==> src/rtl/bbox_detect.sv <==
// Raster-scans a 3-byte-per-pixel image, thresholds each pixel's channel sum and
// reports the tight bounding box of foreground pixels (full frame when none).
module bbox_detect #(
  parameter int unsigned WIDTH      = 100,
  parameter int unsigned HEIGHT     = 100,
  parameter int unsigned BASE_ADDR  = 0,
  parameter int unsigned ROW_STRIDE = 300
) (
  input  logic        clk,
  input  logic        rst_n,
  input  logic        start,
  input  logic [9:0]  thresh,
  output logic [31:0] readAddr,
  input  logic [15:0] readdata,
  output logic        done,
  output logic        found,
  output logic [10:0] xMin,
  output logic [10:0] xMax,
  output logic [10:0] yMin,
  output logic [10:0] yMax
);

  localparam int unsigned CW = 11;
  localparam int unsigned AW = 32;
  localparam int unsigned SW = 10;
  localparam logic [CW-1:0] X_LAST = CW'(WIDTH - 1);
  localparam logic [CW-1:0] Y_LAST = CW'(HEIGHT - 1);

  typedef enum logic [1:0] {IDLE, REQ, CAP, DONE} state_t;

  state_t        state, stateNext;
  logic [CW-1:0] x, xNext, y, yNext;
  logic [1:0]    c, cNext;
  logic [SW-1:0] acc, accNext, threshR, threshNext, sum;
  logic          anyFg, anyFgNext, fg;
  logic [CW-1:0] wxMin, wxMinNext, wxMax, wxMaxNext, wyMin, wyMinNext, wyMax, wyMaxNext;
  logic          doneNext, foundNext;
  logic [CW-1:0] xMinNext, xMaxNext, yMinNext, yMaxNext;
  logic          unusedHi;

  assign unusedHi = ^readdata[15:8];

  // Rows are stored bottom-up, so image row y lives at stored row HEIGHT-1-y.
  assign readAddr = AW'(BASE_ADDR) + (AW'(HEIGHT - 1) - AW'(y)) * AW'(ROW_STRIDE)
                  + AW'(3) * AW'(x) + AW'(c);

  always_ff @(posedge clk or negedge rst_n) begin
    if (!rst_n) begin
      state   <= IDLE;
      x       <= '0;
      y       <= '0;
      c       <= '0;
      acc     <= '0;
      threshR <= '0;
      anyFg   <= 1'b0;
      wxMin   <= '0;
      wxMax   <= '0;
      wyMin   <= '0;
      wyMax   <= '0;
      done    <= 1'b0;
      found   <= 1'b0;
      xMin    <= '0;
      xMax    <= X_LAST;
      yMin    <= '0;
      yMax    <= Y_LAST;
    end else begin
      state   <= stateNext;
      x       <= xNext;
      y       <= yNext;
      c       <= cNext;
      acc     <= accNext;
      threshR <= threshNext;
      anyFg   <= anyFgNext;
      wxMin   <= wxMinNext;
      wxMax   <= wxMaxNext;
      wyMin   <= wyMinNext;
      wyMax   <= wyMaxNext;
      done    <= doneNext;
      found   <= foundNext;
      xMin    <= xMinNext;
      xMax    <= xMaxNext;
      yMin    <= yMinNext;
      yMax    <= yMaxNext;
    end
  end

  always_comb begin
    stateNext  = state;
    xNext      = x;
    yNext      = y;
    cNext      = c;
    accNext    = acc;
    threshNext = threshR;
    anyFgNext  = anyFg;
    wxMinNext  = wxMin;
    wxMaxNext  = wxMax;
    wyMinNext  = wyMin;
    wyMaxNext  = wyMax;
    doneNext   = done;
    foundNext  = found;
    xMinNext   = xMin;
    xMaxNext   = xMax;
    yMinNext   = yMin;
    yMaxNext   = yMax;
    sum        = acc + SW'(readdata[7:0]);
    fg         = 1'b0;

    case (state)
      IDLE, DONE: begin
        if (start) begin
          threshNext = thresh;
          xNext      = '0;
          yNext      = '0;
          cNext      = '0;
          accNext    = '0;
          anyFgNext  = 1'b0;
          doneNext   = 1'b0;
          stateNext  = REQ;
        end
      end
      REQ: stateNext = CAP;
      CAP: begin
        stateNext = REQ;
        if (c != 2'd2) begin
          accNext = sum;
          cNext   = c + 2'd1;
        end else begin
          fg      = (sum >= threshR);
          accNext = '0;
          cNext   = '0;
          if (fg && !anyFg) begin
            wxMinNext = x;
            wxMaxNext = x;
            wyMinNext = y;
            wyMaxNext = y;
            anyFgNext = 1'b1;
          end else if (fg) begin
            if (x < wxMin) wxMinNext = x;
            if (x > wxMax) wxMaxNext = x;
            if (y < wyMin) wyMinNext = y;
            if (y > wyMax) wyMaxNext = y;
          end
          if (x != X_LAST) begin
            xNext = x + CW'(1);
          end else if (y != Y_LAST) begin
            xNext = '0;
            yNext = y + CW'(1);
          end else begin
            // Last pixel: publish bounds including this pixel's contribution.
            stateNext = DONE;
            doneNext  = 1'b1;
            foundNext = anyFgNext;
            if (anyFgNext) begin
              xMinNext = wxMinNext;
              xMaxNext = wxMaxNext;
              yMinNext = wyMinNext;
              yMaxNext = wyMaxNext;
            end else begin
              xMinNext = '0;
              xMaxNext = X_LAST;
              yMinNext = '0;
              yMaxNext = Y_LAST;
            end
          end
        end
      end
      default: stateNext = IDLE;
    endcase
  end

endmodule

==> config.mk <==
export PLATFORM = sky130hd
export DESIGN_NAME = bbox_detect
export DESIGN_NICKNAME = d
export VERILOG_FILES = /design/src/rtl/bbox_detect.sv
export SDC_FILE = /design/constraint.sdc
export NUM_CORES = 1
export LEC_CHECK = 0
export ABC_CLOCK_PERIOD_IN_PS = 9100
export BUFFER_PORTS_ARGS = -buffer_cell sky130_fd_sc_hd__buf_2
export CAP_MARGIN = 20
export CORE_UTILIZATION = 55
export DETAILED_ROUTE_END_ITERATION = 16
export PLACE_DENSITY = 0.81
export SETUP_SLACK_MARGIN = 0.3
export SYNTH_ARGS = -nofsm -noshare
export SYNTH_HDL_FRONTEND = slang
export SYNTH_SLANG_ARGS = --single-unit
export TNS_END_PERCENT = 100
==> constraint.sdc <==
create_clock -name clk -period 9.1 [get_ports clk]
set_input_delay 0.455 -clock clk [delete_from_list [all_inputs] [get_ports clk]]
set_output_delay 0.455 -clock clk [all_outputs]
set_load 0.03 [all_outputs]
== Yosys cells after proc, flatten, opt, wreduce, memory -nomap -nowiden ==
Cells that the tools add are included.
Storage, ports and cells
  bits in registers: 137
  input port bits: 29
  output and inout bits: 78
  word-level logic and storage cells: 105
Cells by class
  $add $sub $neg: 7
  $mul: 2
  order comparisons: 5
  equality and inequality tests: 12
  mux-type cells: 46
  bitwise operators: 3
  reduce and logical (&&, ||, !) cells: 13
Operators with widths (count)
  $mux 11: 23
  $pmux 11 s2: 2
  $add 32x13->32: 1
  $add 32x2->32: 1
  $mul 32x7->30 const B: 1
  $add 11x1->11 const B: 2
  $gt 11x11->1: 2
  $lt 11x11->1: 2
  $ne 11x7->1 const B: 2
  $mux 10: 2
  $pmux 10 s2: 1
  $mul 2x11->13 const A: 1
  $mux 2: 6
  $ne 2x2->1 const B: 6
  $sub 7x11->12 const A: 1
  $add 10x8->10: 1
  $ge 10x10->1: 1
  $reduce_and 5->1: 2
  $mux 1: 8
  $reduce_and 4->1: 2
  $pmux 2 s3: 1
  $reduce_and 2->1: 3
  $eq 2x2->1 const B: 2
  $pmux 1 s2: 2
  11 further kinds: 13

== Logic depth before layout (Yosys ltp) ==
  depth after elaboration: 8
  mapped depth: 27
  mapped depth without buffers: 27

== Least setup slack after synthesis ==
No wires, ideal clock.
  path type: register to output
  from: register y[4]
  to: output readAddr[22]
  arrival time: 6289 ps
  required time: 8645 ps
  path slack: 2356 ps
  stages on the path, launching flop included: 25
  buffers on the path: 1
  cell sequence: dfrtp_1 clkbuf_1 nor3_1 nand2b_1 xor2_1 inv_1 ha_1 ha_1 fa_1 inv_1 fa_1 inv_1 ha_1 a21oi_1 o21ai_0 xor2_1 ha_1 ha_1 o21a_1 o2bb2ai_1 a21o_1 a211oi_2 and4_4 mux2i_1 xnor2_1
Between the ends
  longest elaborated chain between the ends: 4
RTL lines
  start, declared: RTL line 32  | logic [CW-1:0] x, xNext, y, yNext;
  start signal, assigned: RTL line 69  | y <= yNext;
  $sub 7x11->12: RTL line 44  | assign readAddr = AW'(BASE_ADDR) + (AW'(HEIGHT - 1) - AW'(y)) * AW'(ROW_STRIDE)
  $mul 32x7->30: RTL line 44
  $add 32x13->32: RTL line 45  | + AW'(3) * AW'(x) + AW'(c);
  $add 32x2->32: RTL line 45
  end, declared: RTL line 13  | output logic [31:0] readAddr,
Every way passes these cells.

== Final worst setup path ==
Ends and elaborated chain as after synthesis.

==> out/metrics.yaml <==
synth.top_cell.area_share_pct: 30.00
syn_to_final_growth_pct: 12.77
diodes: 0
path_cells: "nor3_1 > nand2b_1 > xor2_1 > inv_1 > ha_1 > ha_1 > fa_1 > inv_1 > fa_1 > inv_1 > ha_1 > a21oi_1 > o21ai_0 > xor2_1 > ha_1 > ha_1 > o21a_1 > o2bb2ai_1 > a21o_1 > a211oi_2 > and4_4 > mux2i_1 > xnor2_1 > buf_2"
dpl.hpwl_mm: 17.77
insertion_delay_ps: 420
seq_area_frac_synth_pct: 31.95
synth.avg_cell_area_sq_um: 9.660
clkTransAtPathRegs_ps: 60
cp_common_cell: "ha_1"
powerDensity_nw_per_um2: 140.5
grt_setup_unrepaired: "false"
cts_max_level: 4
fin_nets: 1395
crit_path_max_incr_delay_ps: 560
fillerInstances: 1500
grt_max_degree: 75
regArea_sq_um: 3438
cts.sinks: 137
rows: 50
io_pins: 107
vias_per_cell: 5.645
hold_viol: 0
multi_input_area_sq_um: 6631
hold_path_class: "primary input to asynchronous set/reset pin"
postCtsSetupRepairBufs: 0
synth-main-ff-cell: "dfrtp_1"
vias: 8309
report.final.slew_viol_count: 0
vdd_drop_max_uv: 143.6
antenna_left: 0
path_class: "flop to output port"
synthCells: 1114
clock_path_buffers: 2
antenna_found_initial: 0
critPathTopFamily: "adder cells"
fin_crit_sh_pct: 84.65
root_buffer: "clkbuf_16"
yosysTopAreaCell: "dfrtp_1"
drt_first_pass_iters: 5
mostFrequentLayoutCells: "136 x inv_1, 136 x ha_1, 129 x dfrtp_1"
die_h_um: 141.9
start_util_pct: 56.77
ctsResizeCount: 0
setup_violations: 0
crit_path_start_kind: "flop"
fin_tns_setup_ps: 0
tritoncts: "done"
syn-num-nets: 1310
slowest_stage: "fa_1"
drive_gt1_share_pct: 16.91
path_buf_inv: 4
fmax_mhz: 129.8
worstPathMaxFanout: 11
worstPathArrival_ps: 7250
async_reset_ff_share_pct: 100.0
power_uw: 1706
dieWidth_um: 141.9
status: "complete, no violations"
slew_headroom_pct: 28.34
final.min_clock_period_ps: 7703
clock_skew_ps: 7.103
grt_pass1_wl_mm: 41.23
synth_seq_cells: 137
cp.required_ps: 8650
gp_congestion: 0.8963
wl_per_cell_um: 16.64
track_usage_pct: 25.89
io_buffers: 98
numCtsBuffers: 17
drc: 0
dieArea_sq_um: 20130
ys_top_cells_by_area: "dfrtp_1 30%, ha_1 16%, fa_1 5.8%, inv_1 4.7%, mux2i_1 3.8%"
tightestPinTransition_ps: 1071
drtIter0Drc: 494
p_leak_uw: 0.005964
netlist_area_sq_um: 10760
ctsHoldBuffers: 0
wl_mm: 24.50
cap_viol_max_count: 0
synth_edf_count: 0
fin_util_pct: 64.02
end_kind: "output port"
synth_cell_types: 78
coreArea_sq_um: 18960
grt_overflow: 0
first_global_vias: 8385
yosysWarnings: 0
routing by layer:
metal	GRT usage [%]	wire length (um)
met4	7.810	426
met5	0	0
met1	33.39	11100
met2	44.98	11750
met3	3.679	1221
report_power, final:
group / switching, uW / internal, uW
logic: 164 / 116
registers: 9.78 / 629
clock network: 261 / 525
total: 435 / 1270
synthesized netlist by cell type, types with 2 or more instances:
cell	n
inv_1	136
or3_1	8
o21ai_0	63
and2_1	6
a211oi_1	6
nand2_1	92
a22o_1	8
o211ai_1	16
nand4_1	7
nor2_1	42
nand3b_1	4
xnor2_1	33
mux2_4	7
a21oi_1	48
fa_1	31
a211oi_2	2
and4_4	2
a21o_1	26
nor4_1	6
and4_1	3
a41oi_1	2
a21oi_2	2
ha_1	136
o21a_1	14
dfstp_2	8
xor2_1	25
o2111ai_1	4
a31oi_1	2
mux2_2	28
or4_1	10
nor3_1	11
o31ai_1	5
nand3_1	30
buf_1	2
dfrtp_1	129
clkbuf_1	24
nand2b_1	17
o31a_1	2
o2bb2ai_1	2
buf_2	9
o21bai_1	9
mux2i_1	41
nor2b_1	8
o22a_1	6
and3_1	9
worst register-to-register path, delay by kind of cell (launching register included):
kind / cells / cell delay, ps
AOI/OAI and AO/OA: 9 / 1660
adders and majority gates: 3 / 910
and+or+nand+nor: 3 / 1570
muxes: 1 / 420
xor gates and xnor gates: 1 / 150
DFF: 1 / 380
state kept, by name (all words and copies together), names as in the netlist, 11 cells and up:
register  flops
wxMax        11
wxMin        11
wyMax        11
wyMin        11
xMax         11
xMin         11
x            11
yMax         11
yMin         11
y            11
cells by family (layout without fill, tap and decap cells):
group | Yosys count | in the layout | share of synthesized area, %
muxes | 76 | 76 | 7.720
and+or+nand+nor | 264 | 264 | 12.41
xor gates and xnor gates | 60 | 60 | 5.023
AOI/OAI and AO/OA | 235 | 235 | 14.85
DFF | 137 | 137 | 31.95
adders and majority gates | 167 | 167 | 21.58
buffers and inverters | 175 | 273 | 6.476
worst paths after layout:
kind	cells after the start	slack, ps	endpoint	from
min in group clk	2	270	threshR[9]	thresh[9]
worst min-delay path	1	7	xMin[2]	rst_n
worst max register to register	17	3920	wxMin[10]	acc[0]
worst max-delay path	24	1400	readAddr[22]	y[4]
max in group asynchronous	2	7780	yMin[1]	rst_n
worst min register to register	2	460	yMin[6]	yMin[6]
cell type report:
cell class | instances | share of cell area (%)
Timing Repair Buffer | 105 | 4.526
Clock buffer | 23 | 4.104
Tap cell | 260 | 2.681
Multi-Input combinational cell | 802 | 54.64
Clock inverter | 9 | 1.505
Sequential cell | 137 | 28.33
Inverter | 136 | 4.207
per-stage QoR:
stage          std cells  hold slack (ps)  setup slack [ps]  area [sq um]
2_1_floorplan       1114            159.4              2356         10760
3_5_place_dp        1440            449.9              1849         11450
4_1_cts             1472            34.42              1365         12140
3_3_place_gp        1440            443.6              1921         11450
6_report            1472            7.094              1397         12140
5_1_grt             1472            55.41             879.4         12140
Note: power is estimated with default switching activity, not from simulation.
